--- config.mk ---
export PLATFORM = sky130hd
export DESIGN_NAME = alu_seq
export DESIGN_NICKNAME = d
export VERILOG_FILES = /design/src/rtl/alu_pkg.sv /design/src/rtl/alu_addsub.sv /design/src/rtl/alu_seq.sv
export SDC_FILE = /design/constraint.sdc
export NUM_CORES = 1
export LEC_CHECK = 0
export ABC_AREA = 1
export CAP_MARGIN = 20
export CORE_UTILIZATION = 30
export CTS_CLUSTER_DIAMETER = 100
export DETAILED_ROUTE_END_ITERATION = 7
export PLACE_DENSITY = 0.58
export SLEW_MARGIN = 20
export SYNTH_ARGS = -nofsm -noshare
export SYNTH_HDL_FRONTEND = slang
export SYNTH_SLANG_ARGS = --single-unit
--- constraint.sdc ---
create_clock -name clk -period 5.6 [get_ports clk]
set_input_delay 1.12 -clock clk [delete_from_list [all_inputs] [get_ports clk]]
set_output_delay 1.12 -clock clk [all_outputs]
set_load 0.03 [all_outputs]
--- src/rtl/alu_pkg.sv ---
// Shared definitions for the sequential ALU: op codes, FSM encoding, flag indices.
// Latency: n/a (definitions only).
// Backpressure: n/a.
package alu_pkg;

    localparam logic [2:0] ALU_ADD = 3'b000;
    localparam logic [2:0] ALU_SUB = 3'b001;
    localparam logic [2:0] ALU_AND = 3'b010;
    localparam logic [2:0] ALU_XOR = 3'b011;
    localparam logic [2:0] ALU_OR  = 3'b100;
    localparam logic [2:0] ALU_SHL = 3'b101;
    localparam logic [2:0] ALU_SHR = 3'b110;
    localparam logic [2:0] ALU_MUL = 3'b111;

    typedef enum logic [1:0] {
        ST_IDLE     = 2'd0,
        ST_MUL_BUSY = 2'd1,
        ST_DONE     = 2'd2
    } alu_state_t;

    // Bit positions of the flags once they are packed into a status register.
    localparam int FLAG_Z    = 0;
    localparam int FLAG_N    = 1;
    localparam int FLAG_OVR  = 2;
    localparam int FLAG_COUT = 3;

endpackage

--- src/rtl/alu_addsub.sv ---
// Ripple-carry adder/subtractor; sub=1 computes a + ~b + 1.
// Latency: combinational.
// Backpressure: none.
module alu_addsub #(
    parameter int WIDTH = 8
) (
    input  logic [WIDTH-1:0] a,
    input  logic [WIDTH-1:0] b,
    input  logic             sub,
    output logic [WIDTH-1:0] sum,
    output logic             cout,
    output logic             ovr
);

    logic [WIDTH:0]   carry;
    logic [WIDTH-1:0] b_eff;

    assign b_eff    = sub ? ~b : b;
    assign carry[0] = sub;

    for (genvar i = 0; i < WIDTH; i++) begin : g_fa
        assign sum[i]     = a[i] ^ b_eff[i] ^ carry[i];
        assign carry[i+1] = (a[i] & b_eff[i]) | (carry[i] & (a[i] ^ b_eff[i]));
    end

    // Signed overflow: carry into the MSB differs from carry out of it.
    assign cout = carry[WIDTH];
    assign ovr  = carry[WIDTH] ^ carry[WIDTH-1];

endmodule

--- src/rtl/alu_seq.sv ---
// Registered ALU with valid/ready handshake; shift-add multiplier for MUL.
// Latency: 1 cycle for single-cycle ops, WIDTH+1 cycles for MUL.
// Backpressure: result and flags hold in DONE until out_ready; in_ready only in IDLE.
module alu_seq
    import alu_pkg::*;
#(
    parameter  int WIDTH = 8,
    localparam int SHW   = $clog2(WIDTH)
) (
    input  logic             clk,
    input  logic             reset,
    input  logic             in_valid,
    output logic             in_ready,
    input  logic [WIDTH-1:0] A,
    input  logic [WIDTH-1:0] B,
    input  logic [2:0]       OP,
    output logic [WIDTH-1:0] R,
    output logic             Z,
    output logic             N,
    output logic             OVR,
    output logic             Cout,
    output logic             out_valid,
    input  logic             out_ready
);

    localparam logic [SHW:0] MUL_STEPS = (SHW+1)'(WIDTH);
    localparam logic [SHW:0] CNT_ONE   = (SHW+1)'(1);

    alu_state_t state, state_nxt;

    logic [WIDTH-1:0] mcand;
    logic [WIDTH-1:0] mplier;
    logic [WIDTH-1:0] acc;
    logic [SHW:0]     cnt;

    logic             accept;
    logic             mul_last;

    logic [WIDTH-1:0] add_a, add_b, add_sum;
    logic             add_sub, add_cout, add_ovr;

    logic [WIDTH:0]   step_hi;
    logic [WIDTH-1:0] acc_nxt, mplier_nxt;

    logic [SHW-1:0]   shamt;
    logic [WIDTH:0]   shl_ext, shr_ext;
    logic [WIDTH-1:0] op_res;
    logic             op_ovr, op_cout;

    assign accept   = in_valid && in_ready;
    assign mul_last = (state == ST_MUL_BUSY) && (cnt == CNT_ONE);

    // The single adder serves ADD/SUB in IDLE and the accumulator while multiplying.
    always_comb begin
        add_a   = A;
        add_b   = B;
        add_sub = (OP == ALU_SUB);
        if (state == ST_MUL_BUSY) begin
            add_a   = acc;
            add_b   = mcand;
            add_sub = 1'b0;
        end
    end

    alu_addsub #(.WIDTH(WIDTH)) u_addsub (
        .a    (add_a),
        .b    (add_b),
        .sub  (add_sub),
        .sum  (add_sum),
        .cout (add_cout),
        .ovr  (add_ovr)
    );

    // Add-then-shift: {acc, mplier} shifts right as one register, so after
    // WIDTH steps acc holds the upper product half and mplier the lower.
    assign step_hi    = mplier[0] ? {add_cout, add_sum} : {1'b0, acc};
    assign acc_nxt    = step_hi[WIDTH:1];
    assign mplier_nxt = {step_hi[0], mplier[WIDTH-1:1]};

    // Shifts carry one extra bit so the last bit shifted out lands in it.
    assign shamt   = B[SHW-1:0];
    assign shl_ext = {1'b0, A} << shamt;
    assign shr_ext = {A, 1'b0} >> shamt;

    always_comb begin
        op_res  = '0;
        op_ovr  = 1'b0;
        op_cout = 1'b0;
        case (OP)
            ALU_ADD, ALU_SUB: begin
                op_res  = add_sum;
                op_ovr  = add_ovr;
                op_cout = add_cout;
            end
            ALU_AND: op_res = A & B;
            ALU_XOR: op_res = A ^ B;
            ALU_OR:  op_res = A | B;
            ALU_SHL: begin
                op_res  = shl_ext[WIDTH-1:0];
                op_cout = shl_ext[WIDTH];
            end
            ALU_SHR: begin
                op_res  = shr_ext[WIDTH:1];
                op_cout = shr_ext[0];
            end
            default: ;
        endcase
    end

    always_ff @(posedge clk) begin
        if (reset) begin
            state <= ST_IDLE;
        end else begin
            state <= state_nxt;
        end
    end

    always_comb begin
        state_nxt = state;
        case (state)
            ST_IDLE: begin
                if (in_valid) begin
                    state_nxt = (OP == ALU_MUL) ? ST_MUL_BUSY : ST_DONE;
                end
            end
            ST_MUL_BUSY: begin
                if (cnt == CNT_ONE) begin
                    state_nxt = ST_DONE;
                end
            end
            ST_DONE: begin
                if (out_ready) begin
                    state_nxt = ST_IDLE;
                end
            end
            default: state_nxt = ST_IDLE;
        endcase
    end

    always_comb begin
        in_ready  = (state == ST_IDLE);
        out_valid = (state == ST_DONE);
    end

    // Result and flags only change on the way into DONE, so they stay stable
    // through backpressure and keep their last value in IDLE.
    always_ff @(posedge clk) begin
        if (reset) begin
            R      <= '0;
            Z      <= 1'b0;
            N      <= 1'b0;
            OVR    <= 1'b0;
            Cout   <= 1'b0;
            mcand  <= '0;
            mplier <= '0;
            acc    <= '0;
            cnt    <= '0;
        end else begin
            if (accept) begin
                if (OP == ALU_MUL) begin
                    mcand  <= A;
                    mplier <= B;
                    acc    <= '0;
                    cnt    <= MUL_STEPS;
                end else begin
                    R    <= op_res;
                    Z    <= (op_res == '0);
                    N    <= op_res[WIDTH-1];
                    OVR  <= op_ovr;
                    Cout <= op_cout;
                end
            end
            if (state == ST_MUL_BUSY) begin
                acc    <= acc_nxt;
                mplier <= mplier_nxt;
                cnt    <= cnt - 1'b1;
            end
            if (mul_last) begin
                R    <= mplier_nxt;
                Z    <= (mplier_nxt == '0);
                N    <= mplier_nxt[WIDTH-1];
                OVR  <= |acc_nxt;
                Cout <= 1'b0;
            end
        end
    end

endmodule
==> qor.txt <==
Die Wd -> 109 um
Critical Path Slowest Stage Cell -> fa_1
Port-buffer cells -> 36
crit start category -> primary input
vias in the first global route -> 3571
via-per-instance ratio -> 5.06
Post-Layout Inst Area -> 4210 sq um
core area -> 11000 sq um
filler cell count -> 1183
Clock Latency Late Sink -> 0.28 ns
total power -> 0.874 mW
CP Capture Type -> flop
first-pass GRT wire length -> 18.5 mm
Worst Path Arrival -> 5.55 ns
standard-cell rows -> 38
Synth async-reset ratio -> 0
Routed WL -> 11.2 mm
synth unique cells -> 32
final hold slack -> 0.464 ns
fmax -> 187 MHz
status -> finished clean
max incr delay on CP -> 0.50 ns
Post-synth EDFFs -> 0
I/O pin cnt -> 37
initial antenna violation count -> 0
Num Clock Sinks -> 41
n_diodes -> 0
TritonCTS buffer count -> 5
Post-Syn Nets -> 599
Clock Tree Buf Depth -> 2
slew margin rel. -> 0.578
endpoints failing hold -> 0
Final Setup Violations -> 0
CTS tree -> yes
sequential share of the synthesized area -> 0.239
CP required -> 5.82 ns
Die Ht -> 109 um
Reg2Reg Depth -> 20
DP Area -> 4040 sq um
initial drt markers -> 278
GRT Residual Overflow -> 0
crit path cell chain -> clkdlybuf4s50_1, inv_1, o21ai_1, xor2_2, fa_2, fa_2, fa_2, fa_2, fa_2, fa_2, fa_1, inv_1, nor2_1, nor2_1, nand3_1, nor2_1, nand2_1, nor2_1, nand3_1, a21oi_1
post-synthesis register bit count -> 41
fraction of synthesized cell area taken by the top area cell type -> 0.239
largest area contributor in the netlist -> dfxtp_1
Mapped Avg Cell Area -> 6.25 sq um
worst-margin pin slew -> 0.632 ns
final max-slew violation count -> 0
WL per Instance -> 15.3 um
largest net degree at the start of global routing -> 30
P_leak -> 1.87 nW
DRT Pass-1 Iters -> 5
Clock H-tree levels -> 2
CP Class -> primary input to flop
Placer Congestion -> 0.952
post-layout min period -> 5.34 ns
Detail Placement HPWL -> 8.66 mm
Tcrit/Tclk final -> 0.953
share of layout cells above drive strength 1 -> 0.0993
Cells after Synth -> 550
Hold Path Cell Cnt -> 2
peak supply drop -> 0.000132 V
CTS root buf -> clkbuf_16
Initial Utilization -> 0.313
Hold WC Path Type -> flop to flop
Total Routing Usage GR -> 0.204
routed vias -> 3716
PwrDens -> 208 nW/um^2
Post-Syn Area -> 3440 sq um
most used cell, CP -> fa_2
Synth area leaders -> dfxtp_1, nand2_1, nand3_1
nets -> 642
register clock-pin slew on the reported worst setup and hold paths -> 0.06 ns
Final Core Density -> 0.383
drc violations -> 0
max_cap viols -> 0
critical path peak fanout -> 2
Die Area -> 11900 sq um
DRT antenna net count -> 0
top_reg_cell synth -> dfxtp_1
Area growth, synth to finish -> 22.3%
Crit path depth -> 20
Fin Clk Skew -> 0.00537 ns
buffers and inverters on the worst path -> 3
Yosys Warn Count -> 0
cell family with most CP delay -> adder cells
flip-flops by register name, indices dropped and copies added (netlist names):
signal / cells
N: 1
acc: 8
OVR: 1
cnt: 4
Cout: 1
R: 7
Z: 1
state: 2
mcand: 8
mplier: 8
what timing repair did:
action | 4_1_cts | 5_1_grt
buffers inserted | 0 | 1
setup endpoints to repair | 1 | 5
hold buffers | 0 | 0
resized for setup | 0 | 5
pin swaps | 1 | 11
area by class of cell:
type	instances	area, sq um	area share
Timing Repair Buffer	62	563	0.134
Multi-Input combinational cell	418	2260	0.537
Tap cell	140	175	0.0417
Clock inverter	3	17.5	0.00417
Sequential cell	41	821	0.195
Clock buffer	5	125	0.0298
Inverter	65	244	0.0580
cell usage after synthesis (2+ instances only):
cell / n
nand2_1: 152
nand3_1: 67
inv_1: 58
o21ai_0: 43
dfxtp_1: 41
nor2_1: 40
a21oi_1: 28
ha_1: 19
a31oi_1: 15
clkbuf_1: 10
buf_4: 8
buf_2: 7
fa_1: 7
nand4_1: 7
xor2_1: 7
inv_2: 6
nand3b_1: 6
nor3_1: 6
nor2_2: 3
nor2_4: 3
or2_2: 3
nor3_4: 2
nor4_1: 2
o31ai_1: 2
tightest hold or removal path: stages (launching register included):
cell and delay, ns:
dfxtp_1 0.31, nand2_1 0.06, a21oi_1 0.05
where the power goes:
group,switching [mW],internal [mW],total (mW)
clock network,0.126,0.164,0.290
registers,0.00906,0.304,0.313
logic,0.164,0.107,0.271
metrics by stage:
step                       TNS, ns  setup slack [ns]  instances
after detailed placement    -0.986            -0.279        725
after global routing      -0.00413          -0.00413        734
final                            0             0.264        734
after floorplan                  0            0.0106        550
after CTS                        0           0.00340        733
after global placement      -0.548            -0.211        725
metal layers:
metal	global-route usage	up-vias	share of wire
li1	-	1887	-
met1	0.273	1677	0.46
met2	0.322	122	0.45
met3	0.0299	30	0.051
met4	0.0927	0	0.038
met5	0	-	0
cells in the final DEF, fill, tap and decap left out, types with 15 or more instances in the layout:
cell / instances
nand3_1: 67
ha_1: 19
nand2_1: 152
a31oi_1: 15
nor2_1: 40
o21ai_0: 42
buf_4: 26
dfxtp_1: 41
inv_1: 57
clkdlybuf4s50_1: 33
a21oi_1: 28
final timing paths:
path	endpoint	slack (ns)	from
hold / removal	acc[7]$_SDFFE_PP0P_	0.46	acc[7]$_SDFFE_PP0P_
hold reg to reg	acc[7]$_SDFFE_PP0P_	0.46	acc[7]$_SDFFE_PP0P_
setup reg to reg	Z$_SDFFE_PP0P_	0.65	state[0]$_SDFFE_PP0P_
setup / recovery	Z$_SDFFE_PP0P_	0.26	B[1]
cell families after synthesis:
| kind of cell | Yosys count | synth area share |
|---|---|---|
| AND/OR/NAND/NOR | 293 | 0.380 |
| flip-flops | 41 | 0.239 |
| adder cells (fa/ha/maj) | 26 | 0.110 |
| XOR/XNOR | 7 | 0.0178 |
| AO/OA/AOI/OAI | 92 | 0.143 |
| buffers and inverters | 91 | 0.111 |
Power figures use the tool's default switching activity.
